### src/rtl/uart_tx_mmio.sv
// Memory-mapped UART transmitter: byte FIFO, programmable baud divisor, 8N1 framing.
// busy stalls the core on a TXDATA store while the FIFO is full.
module uart_tx_mmio #(
  parameter int unsigned CLK_DIV    = 868,
  parameter int unsigned FIFO_DEPTH = 8
) (
  input  logic        clk,
  input  logic        rst,
  input  logic        sel,
  input  logic        wmem,
  input  logic        rmem,
  input  logic [3:0]  mem_addr,
  input  logic [31:0] mem_wdata,
  output logic [31:0] mem_rdata,
  output logic        busy,
  output logic        uart_tx
);
  localparam int unsigned AW = $clog2(FIFO_DEPTH);
  localparam int unsigned CW = AW + 1;

  localparam logic [1:0] S_IDLE  = 2'd0;
  localparam logic [1:0] S_START = 2'd1;
  localparam logic [1:0] S_DATA  = 2'd2;
  localparam logic [1:0] S_STOP  = 2'd3;

  localparam logic [1:0] OFF_TXDATA = 2'd0;
  localparam logic [1:0] OFF_STATUS = 2'd1;
  localparam logic [1:0] OFF_DIV    = 2'd2;

  logic [7:0]    fifo_mem [FIFO_DEPTH];
  logic [AW-1:0] wptr, rptr;
  logic [CW-1:0] count;
  logic [15:0]   div_reg;

  logic [1:0]  state, state_nxt;
  logic [7:0]  shreg, shreg_nxt;
  logic [15:0] bit_div, bit_div_nxt;
  logic [15:0] baud_cnt, baud_cnt_nxt;
  logic [2:0]  bit_cnt, bit_cnt_nxt;
  logic        tx_nxt;

  logic [1:0]  offset;
  logic        full, empty, wr_txdata, push, pop, tx_active;
  logic [15:0] div_eff;
  logic [3:0]  cnt_sat;
  logic [31:0] rdata_nxt;
  logic        unused_bits;

  assign unused_bits = ^{mem_wdata[31:16], mem_addr[1:0]};

  assign offset    = mem_addr[3:2];
  assign full      = (count == CW'(FIFO_DEPTH));
  assign empty     = (count == '0);
  assign wr_txdata = sel & wmem & (offset == OFF_TXDATA);
  assign busy      = wr_txdata & full & ~rst;
  assign push      = wr_txdata & ~full;
  assign tx_active = (state != S_IDLE);
  assign div_eff   = (div_reg < 16'd2) ? 16'd2 : div_reg;
  assign cnt_sat   = (32'(count) > 32'd15) ? 4'd15 : 4'(count);

  // FIFO pointers and occupancy; push never relies on a same-cycle pop
  always_ff @(posedge clk) begin
    if (rst) begin
      wptr  <= '0;
      rptr  <= '0;
      count <= '0;
    end else begin
      if (push) wptr <= wptr + AW'(1);
      if (pop)  rptr <= rptr + AW'(1);
      case ({push, pop})
        2'b10:   count <= count + CW'(1);
        2'b01:   count <= count - CW'(1);
        default: count <= count;
      endcase
    end
  end

  always_ff @(posedge clk) begin
    if (push && !rst) fifo_mem[wptr] <= mem_wdata[7:0];
  end

  always_ff @(posedge clk) begin
    if (rst) begin
      div_reg <= 16'(CLK_DIV);
    end else if (sel && wmem && (offset == OFF_DIV)) begin
      div_reg <= mem_wdata[15:0];
    end
  end

  always_comb begin
    rdata_nxt = '0;
    case (offset)
      OFF_STATUS: rdata_nxt = {24'd0, cnt_sat, 1'b0, tx_active, empty, full};
      OFF_DIV:    rdata_nxt = {16'd0, div_reg};
      default:    rdata_nxt = '0;
    endcase
  end

  always_ff @(posedge clk) begin
    if (rst) begin
      mem_rdata <= '0;
    end else if (sel && rmem) begin
      mem_rdata <= rdata_nxt;
    end
  end

  // TX state register
  always_ff @(posedge clk) begin
    if (rst) begin
      state    <= S_IDLE;
      uart_tx  <= 1'b1;
      shreg    <= '0;
      bit_div  <= 16'd2;
      baud_cnt <= '0;
      bit_cnt  <= '0;
    end else begin
      state    <= state_nxt;
      uart_tx  <= tx_nxt;
      shreg    <= shreg_nxt;
      bit_div  <= bit_div_nxt;
      baud_cnt <= baud_cnt_nxt;
      bit_cnt  <= bit_cnt_nxt;
    end
  end

  // Frame sequencing; the divisor is latched per frame so DIV writes apply to the next byte
  always_comb begin
    state_nxt    = state;
    tx_nxt       = uart_tx;
    shreg_nxt    = shreg;
    bit_div_nxt  = bit_div;
    baud_cnt_nxt = baud_cnt;
    bit_cnt_nxt  = bit_cnt;
    pop          = 1'b0;
    case (state)
      S_IDLE: begin
        tx_nxt = 1'b1;
        if (!empty) begin
          pop          = 1'b1;
          shreg_nxt    = fifo_mem[rptr];
          bit_div_nxt  = div_eff;
          baud_cnt_nxt = div_eff - 16'd1;
          tx_nxt       = 1'b0;
          state_nxt    = S_START;
        end
      end
      S_START: begin
        if (baud_cnt == '0) begin
          baud_cnt_nxt = bit_div - 16'd1;
          bit_cnt_nxt  = '0;
          tx_nxt       = shreg[0];
          shreg_nxt    = {1'b0, shreg[7:1]};
          state_nxt    = S_DATA;
        end else begin
          baud_cnt_nxt = baud_cnt - 16'd1;
        end
      end
      S_DATA: begin
        if (baud_cnt == '0) begin
          baud_cnt_nxt = bit_div - 16'd1;
          if (bit_cnt == 3'd7) begin
            tx_nxt    = 1'b1;
            state_nxt = S_STOP;
          end else begin
            bit_cnt_nxt = bit_cnt + 3'd1;
            tx_nxt      = shreg[0];
            shreg_nxt   = {1'b0, shreg[7:1]};
          end
        end else begin
          baud_cnt_nxt = baud_cnt - 16'd1;
        end
      end
      S_STOP: begin
        tx_nxt = 1'b1;
        if (baud_cnt == '0) begin
          state_nxt = S_IDLE;
        end else begin
          baud_cnt_nxt = baud_cnt - 16'd1;
        end
      end
      default: state_nxt = S_IDLE;
    endcase
  end

endmodule

### config.mk
export PLATFORM = sky130hd
export DESIGN_NAME = uart_tx_mmio
export DESIGN_NICKNAME = d
export VERILOG_FILES = /design/src/rtl/uart_tx_mmio.sv
export SDC_FILE = /design/constraint.sdc
export NUM_CORES = 1
export LEC_CHECK = 0
export CORE_AREA = 5 5 153 155
export CTS_BUF_LIST = sky130_fd_sc_hd__clkbuf_16
export DETAILED_ROUTE_END_ITERATION = 7
export DIE_AREA = 0 0 158 160
export GPL_ROUTABILITY_DRIVEN = 0
export PLACE_DENSITY_LB_ADDON = 0.2
export SYNTH_ARGS = -nofsm -noshare
export SYNTH_HDL_FRONTEND = slang
export SYNTH_SLANG_ARGS = --single-unit
export TNS_END_PERCENT = 20
### constraint.sdc
create_clock -name clk -period 4.1 [get_ports clk]
set_clock_uncertainty 0.15 [all_clocks]
set_input_delay 1.025 -clock clk [delete_from_list [all_inputs] [get_ports clk]]
set_output_delay 1.025 -clock clk [all_outputs]
set_load 0.01 [all_outputs]
==> summary.md, run 1 <==
| Metric | Value |
|---|---|
| Run status | `finished, final reports clean` |
| Source-to-sink clock delay at the later pin of the worst-skew pair | `0.43 ns` |
| Internal power component | `3.279 mW` |
| Fraction of power consumed by combinational cells | `30.6%` |
| Count of placed standard cells including taps | `1052` |
| Overall die height | `160 um` |
| Max FFs per register | `64` |
| Number of vias per cell | `5.072` |
| Synth Area in Adders | `3.100%` |
| Number of buffers and inverters on the critical path | `3` |
| Part of the power in the clock network | `31.5%` |
| First-pass GRT wire length | `29010 um` |
| Post-CTS setup-driven buffer insertion count | `0` |
| Total vias in the final route | `5493` |
| Setup-failing EPs final | `0` |
| Distinct cells, synth | `71` |
| Highest clock rate | `0.2745 GHz` |
| Kind of capture point of the worst setup path | `output port` |
| Number of nets in the final layout | `850` |
| Hold path startpoint | `shreg[7]` |
| Total Die Area | `0.02528 mm2` |
| Period Utilization, post-route | `88.85%` |
| Simple logic cell fraction of the synthesized area | `18.65%` |
| Drt wl/cell | `16.63 um` |
| H-tree level count | `4` |
| Delay contributed by the slowest stage of the critical path | `0.57 ns` |
| Horizontal die dimension | `158 um` |
| Input/output buffers | `40` |
| Largest reg by FF count | `fifo_mem` |
| Total power per unit cell area | `571.8 mW/mm2` |
| Leakage power total | `3.100 nW` |
| Total wire length | `18010 um` |
| Share of Yosys cell area claimed by the top area cell type | `25.60%` |
| Share of synthesized flip-flops with an asynchronous set or reset | `0%` |
| Main combinational cell family by area after synthesis | `simple AND/OR/NAND/NOR gates` |
| Hold violation count in the final report | `0` |
| Final sum of negative setup slack | `0 ns` |
| Largest cells by area after synthesis | `edfxtp_1, dfxtp_1, nand2_1, mux4_2, a21oi_1` |
| Most common library cell in the layout ignoring fill and taps | `nand2_1` |
| Utilization after layout | `40.47%` |
| Reported net switching power | `1.740 mW` |
| Post-synthesis instance area | `0.007507 mm2` |
| Commonest non-fill, non-tap cells in the layout | `nand2_1, dfxtp_1, edfxtp_1` |
| Non-filler instance count after layout | `1083` |
| Transition at the pin with the smallest max-transition slack | `0.8894 ns` |
| Yosys reg bits | `155` |
| Boundary Pins | `75` |
| Number of buffers inserted during clock tree synthesis | `17` |
| Total non-filler cell area in the finished layout | `0.008777 mm2` |
| Number of detailed-routing iterations run before antenna repair | `7` |
| Total power consumption of the routed design | `5.019 mW` |
| Standard cell with the maximum stage delay on the critical path | `clkdlybuf4s50_1` |
| Root buf cell | `clkbuf_16` |
| Maximum buffer depth of the clock tree | `2` |
| Startpoint type of the worst setup path | `primary input` |
| CTS tree | `yes` |
| Required time of the critical path | `2.92 ns` |
| Final Critical Period | `3.643 ns` |
| Peak supply drop | `0.0003299 V` |
| Number of routed nets with antenna violations | `0` |
| Pre-CTS setup slack | `0.3877 ns` |
| Overflow after GRT | `0` |
| Violation count after the first detailed-route iteration | `380` |
| Maximum number of pins on one net before global-route repair | `55` |
| Vias in the first global route | `5279` |
| Area overhead of the layout relative to synthesis | `16.92%` |
| Maximum fanout encountered on the critical timing path | `2` |
| Sw Ratio | `34.66%` |
| Number of pins exceeding their max-slew limit in the final report | `0` |
| CTS Hold Bufs | `0` |
| Number of rows in the core area | `54` |
| Number of sinks handled by clock tree synthesis | `155` |
| Slew Limit Headroom | `40.52%` |
| Worst Setup Path Type | `in2out` |
| Category of cells accounting for the largest share of critical-path delay | `buffers and inverters` |
| Post-synthesis xor/xnor area fraction | `4.200%` |
| Setup repair after global routing missed its margin | `no` |
| Starting utilization of the core area | `34.61%` |
| Minimum hold slack | `0.3035 ns` |
| Post-cts gate resize count | `0` |
| Post-detailed-placement cell area | `0.008192 mm2` |
| Portion of the post-synthesis area used by sequential elements | `49.87%` |
| Yosys warnings | `0` |
| Global-route usage over all layers | `14.54%` |
| Most numerous cell on the critical path | `clkdlybuf4s50_1` |
| Cell type with the highest aggregate area in the netlist | `edfxtp_1` |
| Number of antenna violations at the first check in global routing | `0` |
| Arrival time worst endpoint | `2.47 ns` |
| Worst flop-to-flop path startpoint | `div_reg[8]` |
| Max-cap violation count | `0` |
| Post-Synthesis Mean Instance Area | `9.956 um2` |
| Synthesized instance count | `754` |
| Ant. Diodes | `0` |
| Primary FF master, synth | `dfxtp_1` |
| Class of the most critical hold timing path | `reg2reg` |
| Post-synth EDFFs | `64` |
| Part of the total power dissipated in sequential elements | `37.9%` |
| Portion of netlist area occupied by mux cells | `7.333%` |
| Start point of the critical path | `mem_addr[2]` |
| Reg clk slew, reported paths | `0.06 ns` |
| Number of design rule violations left after detail routing | `0` |
| Core Area | `0.02169 mm2` |
| Worst setup margin | `0.4572 ns` |
| Fraction of final layout cells sized beyond drive strength 1 | `10.96%` |
| Detailed Place HPWL | `12530 um` |
| Share of the synthesized area in compound gates (AO/OA/AOI/OAI) | `11.98%` |
| Worst-path cell chain | `clkdlybuf4s50_1, inv_1, ha_1, nand3_1, nor3_1, clkdlybuf4s50_1` |
power groups by stage:
stage	clock [mW]	sequential [mW]	combinational [mW]
floorplan	0	1.87	1.21
global placement	0	1.94	1.54
detailed placement	0	1.94	1.53
CTS	1.61	1.90	1.54
global route	1.68	1.93	1.72
finish	1.58	1.90	1.53
final timing paths:
path | end | depth (start not counted) | slack (ns)
worst max-delay path | busy | 6 | 0.46
worst min-delay path | shreg[7] | 2 | 0.30
worst max register to register | baud_cnt[10] | 12 | 0.66
worst min register to register | shreg[7] | 2 | 0.30
metal layers:
metal,up-vias,global-route usage (%),share of wire [%],wire length [um]
met2,108,21.11,44,7855
met3,14,3.004,4.4,790
met1,2613,21.91,51,9137
li1,2758,-,-,-
met5,-,0,0,0
met4,0,4.033,1.2,221
final cells by class:
class | count | area [um2]
Clock buffer | 17 | 425.4
Inverter | 17 | 63.81
Multi-Input combinational cell | 536 | 3458
Sequential cell | 155 | 3744
Timing Repair Buffer | 64 | 575.6
Clock inverter | 14 | 160.2
Fill cell | 2116 | 12910
Tap cell | 280 | 350.3
worst register-to-register path: stages, from the launching register on:
cell and delay [ns]:
dfxtp_1 0.39, or4_4 0.57, nor3_2 0.11, buf_4 0.15, nand3_1 0.16, nand2_1 0.13
ha_1 0.20, nor2b_1 0.17, nand2_1 0.13, or4_1 0.44, xnor2_1 0.24, mux2i_1 0.11
a2111oi_1 0.37
cells by family (layout without fill, tap and decap cells):
| kind of cell | Yosys count | in the layout |
|---|---|---|
| AOI/OAI and AO/OA | 145 | 145 |
| xor gates and xnor gates | 36 | 36 |
| adders and majority gates | 18 | 18 |
| buffers and inverters | 78 | 112 |
| DFF | 155 | 155 |
| muxes | 35 | 35 |
| other | 1 | 16 |
| and+or+nand+nor | 286 | 286 |
cells in the mapped netlist (3+ instances only):
library cell / n
nor3b_1: 4
or2_2: 3
o21ai_0: 28
a22oi_1: 9
edfxtp_1: 64
nand2b_1: 6
nand4b_1: 4
mux4_2: 16
buf_4: 16
buf_2: 7
nor3_1: 17
buf_1: 5
nor4_1: 9
a21oi_1: 63
dfxtp_1: 91
xnor2_1: 14
or4_1: 5
mux2i_1: 19
clkbuf_1: 33
nor4_4: 3
nand3_1: 34
nor2_1: 59
o211ai_1: 3
ha_1: 17
nand2_1: 117
xor2_1: 22
a21o_1: 3
a22o_1: 3
inv_1: 16
or3_1: 7
a31oi_1: 4
a221oi_1: 3
No activity file was read; power rests on OpenSTA's default activity.
==> inputs of run 2 (changes only) <==
ABC_AREA = 1   (was not set)
CORE_AREA = 5 5 157 159   (was 5 5 153 155)
DIE_AREA = 0 0 162 164   (was 0 0 158 160)
SLEW_MARGIN = 25   (was not set)
==> run 2 against run 1 <==
  * Area after synthesis is 5.3% higher
  * Sequential share of layout area is 1.7 points lower
  * Wire length is 11% higher
  * Worst hold slack better by 0.012 ns
  * Sequential cell count stayed put
  * First-iteration DRC count is 12% higher
  * Clock-buffer cell count stayed put
  * Die area is 5.1% higher
  * Combinational power is 65% higher
  * Total power is 21% higher
  * Critical path type unchanged
==> summary.md, run 2 <==
| Metric | Value |
|---|---|
| Ant. Diodes | `0 (unchanged)` |
| Main combinational cell family by area after synthesis | `simple AND/OR/NAND/NOR gates` |
| First-pass GRT wire length | `32520 um (+12%)` |
| Number of sinks handled by clock tree synthesis | `155 (unchanged)` |
| Share of the synthesized area in compound gates (AO/OA/AOI/OAI) | `16.67% (+4.7 points)` |
| Share of Yosys cell area claimed by the top area cell type | `24.30% (-1.3 points)` |
| Crit Reg-Reg Endpoint | `baud_cnt[12]` |
| Post-Synthesis Mean Instance Area | `7.965 um2 (-20%)` |
| Final Critical Period | `3.700 ns (+0.05728 ns)` |
| Post-synthesis instance area | `0.007909 mm2 (+5.3%)` |
| Run status | `finished, final reports clean` |
| Maximum buffer depth of the clock tree | `2 (unchanged)` |
| Boundary Pins | `75 (unchanged)` |
| Worst r2r path cells | `12 (unchanged)` |
| Number of buffers inserted during clock tree synthesis | `17 (unchanged)` |
| CTS tree | `yes` |
| Simple logic cell fraction of the synthesized area | `23.45% (+4.8 points)` |
| Arrival time worst endpoint | `2.53 ns (+0.06 ns)` |
| Slew Limit Headroom | `39.83% (-0.69 points)` |
| Leakage power total | `3.547 nW (+14%)` |
| Largest cells by area after synthesis | `edfxtp_1, dfxtp_1, nand2_1, o21ai_0, nor2_1` |
| Class of the most critical hold timing path | `reg2reg` |
| Period Utilization, post-route | `90.25% (+1.4 points)` |
| Delay contributed by the slowest stage of the critical path | `0.57 ns (about the same)` |
| Peak supply drop | `0.0003205 V (-2.9%)` |
| Total non-filler cell area in the finished layout | `0.009139 mm2 (+4.1%)` |
| Area overhead of the layout relative to synthesis | `15.55%` |
| Post-synth EDFFs | `64 (unchanged)` |
| Total Die Area | `0.02657 mm2 (+5.1%)` |
| Detailed Place HPWL | `14240 um (+14%)` |
| Reg clk slew, reported paths | `0.07 ns (about the same)` |
| Worst Setup Path Type | `in2out` |
| Startpoint type of the worst setup path | `primary input` |
| Share of synthesized flip-flops with an asynchronous set or reset | `0% (unchanged)` |
| Kind of capture point of the worst setup path | `output port` |
| Cell type with the highest aggregate area in the netlist | `edfxtp_1` |
| Utilization after layout | `39.52% (-0.95 points)` |
| Largest reg by FF count | `fifo_mem` |
| Maximum fanout encountered on the critical timing path | `2 (unchanged)` |
| Source-to-sink clock delay at the later pin of the worst-skew pair | `0.43 ns (about the same)` |
| Root buf cell | `clkbuf_16` |
| Drt wl/cell | `14.95 um (-10%)` |
| Setup repair after global routing missed its margin | `no` |
| Input/output buffers | `40 (unchanged)` |
| Post-synthesis xor/xnor area fraction | `1.661% (-2.5 points)` |
| Most numerous cell on the critical path | `clkdlybuf4s50_1` |
| Hold Path Cell Cnt | `2 (unchanged)` |
| Overall die height | `164 um (+2.5%)` |
| Overflow after GRT | `0 (unchanged)` |
| Leading cell types by count after synthesis | `nand2_1, nor2_1, o21ai_0` |
| WHS Endpoint | `mem_rdata[13]` |
| Global-route usage over all layers | `15.37% (+0.83 points)` |
| Violation count after the first detailed-route iteration | `424 (+12%)` |
| H-tree level count | `4 (unchanged)` |
| CTS Hold Bufs | `0 (unchanged)` |
| Max FFs per register | `64 (unchanged)` |
| Worst flop-to-flop path startpoint | `div_reg[8]` |
| Yosys warnings | `0 (unchanged)` |
| Portion of netlist area occupied by mux cells | `0% (-7.3 points)` |
| Worst-path cell chain | `clkdlybuf4s50_1, inv_1, ha_1, nand3_1, nor3_1, clkdlybuf4s50_1` |
| Number of routed nets with antenna violations | `0 (unchanged)` |
| Number of pins exceeding their max-slew limit in the final report | `0 (unchanged)` |
| Number of design rule violations left after detail routing | `0 (unchanged)` |
| Worst-case register-to-register setup slack | `1.36 ns (+0.70 ns)` |
| Commonest non-fill, non-tap cells in the layout | `nand2_1, nor2_1, o21ai_0` |
| Number of vias per cell | `4.914 (-3.1%)` |
| Standard cell with the maximum stage delay on the critical path | `clkdlybuf4s50_1` |
| Maximum number of pins on one net before global-route repair | `47 (-15%)` |
| Number of nets in the final layout | `1089 (+28%)` |
| Starting utilization of the core area | `34.20% (-0.41 points)` |
| Final sum of negative setup slack | `0 ns (unchanged)` |
| Post-CTS setup-driven buffer insertion count | `0 (unchanged)` |
| Number of detailed-routing iterations run before antenna repair | `5 (-2)` |
| Core Area | `0.02312 mm2 (+6.6%)` |
| Most common library cell in the layout ignoring fill and taps | `nand2_1` |
| Setup-failing EPs final | `0 (unchanged)` |
| Highest clock rate | `0.2703 GHz (-1.5%)` |
| Yosys reg bits | `155 (unchanged)` |
| Horizontal die dimension | `162 um (+2.5%)` |
| Number of rows in the core area | `56 (+3.7%)` |
| Synthesized instance count | `993 (+32%)` |
| Max-cap violation count | `0 (unchanged)` |
| Distinct cells, synth | `42 (-41%)` |
| Required time of the critical path | `2.92 ns (about the same)` |
| Total power per unit cell area | `663.7 mW/mm2 (+16%)` |
| Total vias in the final route | `6551 (+19%)` |
| Hold violation count in the final report | `0 (unchanged)` |
| Primary FF master, synth | `dfxtp_1` |
| Hold path startpoint | `mem_rdata[13]` |
| Post-detailed-placement cell area | `0.008553 mm2 (+4.4%)` |
| Total wire length | `19930 um (+11%)` |
| Fraction of final layout cells sized beyond drive strength 1 | `9.108% (-1.9 points)` |
| Most frequently used cell type in the post-synthesis netlist | `nand2_1` |
| Number of antenna violations at the first check in global routing | `0 (unchanged)` |
| Synth Area in Adders | `2.943% (-0.16 points)` |
| Post-cts gate resize count | `0 (unchanged)` |
| Portion of the post-synthesis area used by sequential elements | `47.33% (-2.5 points)` |
| Vias in the first global route | `6248 (+18%)` |
| Transition at the pin with the smallest max-transition slack | `0.9016 ns (+0.01219 ns)` |
[run 2: cell count changes after synthesis, moves of 16 or more]
cell | previous run | this run
nand2_1 | 117 | 191
inv_1 | 16 | 82
o21ai_0 | 28 | 93
nor2_1 | 59 | 121
nand3_1 | 34 | 82
a21oi_1 | 63 | 87
o22ai_1 | 2 | 22
mux2i_1 | 19 | 0
mux4_2 | 16 | 0
[run 2: power breakdown]
group / switching, mW / internal (mW)
Sequential: 0.182 / 1.79
Combinational: 1.69 / 0.835
Clock: 0.750 / 0.821
Total: 2.62 / 3.45
[run 2: logic make-up (layout without fill, tap and decap cells)]
group / Yosys count / after routing
other: 1 / 16
adder cells (fa/ha/maj): 18 / 18
AO/OA/AOI/OAI: 234 / 234
flip-flops: 155 / 155
AND/OR/NAND/NOR: 428 / 428
buffers and inverters: 142 / 177
XOR/XNOR: 15 / 15
[run 2: worst max path at each step]
stage	end	slack, ns	startpoint
after floorplan	cnt_sat[3]	0.96	mem_addr[2]
after global placement	busy	0.41	mem_addr[2]
after detailed placement	busy	0.41	mem_addr[2]
after CTS	busy	0.38	mem_addr[2]
after global routing	busy	0.28	mem_addr[3]
final	busy	0.40	mem_addr[2]
[run 2: worst max-delay path, delay by kind of cell]
kind	cells	cell delay, ns
and+or+nand+nor	2	0.27
buffers and inverters	3	1.09
adders and majority gates	1	0.14
[run 2: routing by layer]
| metal | GRT usage (%) | up-vias | wire, um |
|---|---|---|---|
| li1 | - | 3382 | - |
| met1 | 21.81 | 3021 | 9915 |
| met2 | 24.22 | 129 | 9047 |
| met3 | 2.886 | 19 | 713 |
| met4 | 4.037 | 0 | 250 |
| met5 | 0 | - | 0 |
[run 2: area by class of cell]
| cell class | instances | area [um2] |
|---|---|---|
| flip-flops and latches | 155 | 3744 |
| multi-input cells | 711 | 3600 |
| clock inverters | 15 | 160.2 |
| inverters | 91 | 346.6 |
| clock buffers | 17 | 425.4 |
| repair buffers | 54 | 500.5 |
| well taps | 290 | 362.8 |
| fillers | 2390 | 13980 |
[run 2: metrics by stage]
stage                     worst slack, ns  hold slack, ns  total power [mW]  std cells
after CTS                          0.3782          0.3175             6.097       1333
final                              0.4000          0.3154             6.065       1333
after detailed placement           0.4058          0.3086             4.522       1301
after global placement             0.4098          0.3029             4.506       1301
after global routing               0.2794          0.3434             6.549       1333
after floorplan                    0.9622          0.2834             3.920       1008
==> inputs of run 3 (changes only) <==
CORE_AREA = 5 5 134 186   (was 5 5 157 159)
DIE_AREA = 0 0 139 191   (was 0 0 162 164)
SLEW_MARGIN = 30   (was 25)
==> run 3 against run 2 <==
  * Worst hold slack better by 0.00098 ns
  * Via count is 0.69% lower
  * Global-route usage is 0.40 points higher
  * Sequential share of layout area is 0.31 points lower
  * Total power is 0.83% higher
  * Setup slack better by 0.015 ns
  * Critical path depth stayed put
  * Wire length is 3.7% higher
  * First-iteration DRC count is 13% lower
  * Die area hardly changed
  * Sequential power hardly changed
  * Critical path type unchanged
==> summary.md, run 3 (synthesis results as in run 2) <==
| Metric | Value |
|---|---|
| Run status | `finished, final reports clean` |
| H-tree level count | `4 (unchanged)` |
| Most common library cell in the layout ignoring fill and taps | `nand2_1` |
| Violation count after the first detailed-route iteration | `371 (-13%)` |
| Final sum of negative setup slack | `0 ns (unchanged)` |
| Pre-CTS setup slack | `0.3975 ns (-0.008303 ns)` |
| Arrival time worst endpoint | `2.51 ns (-0.02 ns)` |
| Setup-failing EPs final | `0 (unchanged)` |
| Detailed Place HPWL | `14830 um (+4.2%)` |
| Global-route usage over all layers | `15.77% (+0.40 points)` |
| Total wire length | `20660 um (+3.7%)` |
| Maximum number of pins on one net before global-route repair | `47 (unchanged)` |
| Starting utilization of the core area | `34.20% (unchanged)` |
| Slew Limit Headroom | `45.62% (+5.8 points)` |
| Startpoint type of the worst setup path | `primary input` |
| Part of the total power dissipated in sequential elements | `32.3% (-0.2 points)` |
| Total vias in the final route | `6506 (-0.69%)` |
| Area overhead of the layout relative to synthesis | `16.44%` |
| Input/output buffers | `40 (unchanged)` |
| Internal power component | `3.547 mW (+2.9%)` |
| Number of sinks handled by clock tree synthesis | `155 (unchanged)` |
| Number of rows in the core area | `66 (+18%)` |
| Number of antenna violations at the first check in global routing | `0 (unchanged)` |
| Ant. Diodes | `0 (unchanged)` |
| Source-to-sink clock delay at the later pin of the worst-skew pair | `0.42 ns (about the same)` |
| Horizontal die dimension | `139 um (-14%)` |
| Maximum fanout encountered on the critical timing path | `2 (unchanged)` |
| Class of the most critical hold timing path | `reg2reg` |
| Start point of the critical path | `mem_addr[2]` |
| Hold path startpoint | `mem_rdata[13]` |
| Peak supply drop | `0.0004044 V (+26%)` |
| Commonest non-fill, non-tap cells in the layout | `nand2_1, nor2_1, o21ai_0` |
| Core Area | `0.02312 mm2 (unchanged)` |
| Drt wl/cell | `15.27 um (+2.1%)` |
| Total Die Area | `0.02655 mm2 (about the same)` |
| Overflow after GRT | `0 (unchanged)` |
| Overall die height | `191 um (+16%)` |
| Fraction of power consumed by combinational cells | `41.4% (-0.2 points)` |
| Total power per unit cell area | `664.1 mW/mm2 (about the same)` |
| CTS Hold Bufs | `0 (unchanged)` |
| Worst flop-to-flop path startpoint | `div_reg[3]` |
| Post-CTS setup-driven buffer insertion count | `0 (unchanged)` |
| Final Critical Period | `3.685 ns (-0.01533 ns)` |
| First-pass GRT wire length | `33480 um (+2.9%)` |
| Kind of capture point of the worst setup path | `output port` |
| Fraction of final layout cells sized beyond drive strength 1 | `9.456% (+0.35 points)` |
| Number of vias per cell | `4.809 (-2.2%)` |
| Transition at the pin with the smallest max-transition slack | `0.8107 ns (-0.09092 ns)` |
| Root buf cell | `clkbuf_16` |
| CTS tree | `yes` |
| Number of pins exceeding their max-slew limit in the final report | `0 (unchanged)` |
| Largest reg by FF count | `fifo_mem` |
| Minimum hold slack | `0.3164 ns (+0.0009830 ns)` |
| Setup repair after global routing missed its margin | `no` |
| Number of design rule violations left after detail routing | `0 (unchanged)` |
| Period Utilization, post-route | `89.87% (-0.37 points)` |
| Post-cts gate resize count | `0 (unchanged)` |
| Part of the power in the clock network | `26.3% (+0.4 points)` |
| Vias in the first global route | `6351 (+1.6%)` |
| Worst setup margin | `0.4153 ns (+0.01533 ns)` |
| Highest clock rate | `0.2714 GHz (+0.42%)` |
| Number of buffers inserted during clock tree synthesis | `17 (unchanged)` |
| Max FFs per register | `64 (unchanged)` |
| Number of detailed-routing iterations run before antenna repair | `5 (unchanged)` |
| Number of nets in the final layout | `1093 (+0.37%)` |
| Leakage power total | `3.563 nW (+0.44%)` |
| Required time of the critical path | `2.92 ns (about the same)` |
| Worst Setup Path Type | `in2out` |
| Boundary Pins | `75 (unchanged)` |
| Sw Ratio | `42.00% (-1.2 points)` |
| Reported net switching power | `2.568 mW (-1.9%)` |
| Total power consumption of the routed design | `6.115 mW (+0.83%)` |
| Utilization after layout | `39.83% (+0.30 points)` |
| Reg clk slew, reported paths | `0.07 ns (about the same)` |
| Number of routed nets with antenna violations | `0 (unchanged)` |
| Max-cap violation count | `0 (unchanged)` |
| Maximum buffer depth of the clock tree | `2 (unchanged)` |
| Hold violation count in the final report | `0 (unchanged)` |
[run 3: final timing paths]
path,endpoint,slack [ns],depth (start not counted)
setup reg to reg,baud_cnt[12],1.33,12
setup / recovery,busy,0.42,6
hold / removal,mem_rdata[13],0.32,2
hold reg to reg,mem_rdata[13],0.32,2
[run 3: power groups by stage]
stage | Clock, mW | Combinational, mW | Sequential, mW
6_report | 1.61 | 2.53 | 1.98
5_1_grt | 1.71 | 2.89 | 2.00
4_1_cts | 1.65 | 2.56 | 1.98
3_5_place_dp | 0 | 2.55 | 2.01
3_3_place_gp | 0 | 2.52 | 2.01
2_1_floorplan | 0 | 1.96 | 1.96
[run 3: worst max-delay path, cell delays in order]
cell	delay, ns
clkdlybuf4s50_1	0.43
inv_1	0.09
ha_1	0.14
nand3_1	0.08
nor3_1	0.18
clkdlybuf4s50_1	0.56
[run 3: through the flow]
stage	cells	instance area [um2]
final	1353	9209
after global routing	1353	9209
after CTS	1353	9209
after detailed placement	1321	8603
after global placement	1321	8603
after floorplan	1008	7965
[run 3: final cells by class]
cell class / count / area [um2]
Inverter: 91 / 346.6
Tap cell: 306 / 382.9
Clock inverter: 15 / 180.2
Timing Repair Buffer: 58 / 530.5
Multi-Input combinational cell: 711 / 3600
Clock buffer: 17 / 425.4
Fill cell: 2452 / 13910
Sequential cell: 155 / 3744
[run 3: layer usage]
| metal | wire length [um] | global-route usage, % | up-vias |
|---|---|---|---|
| li1 | - | - | 3397 |
| met1 | 8838 | 18.19 | 2985 |
| met2 | 10830 | 30.02 | 100 |
| met3 | 578 | 2.402 | 24 |
| met4 | 408 | 4.556 | 0 |
| met5 | 0 | 0 | - |
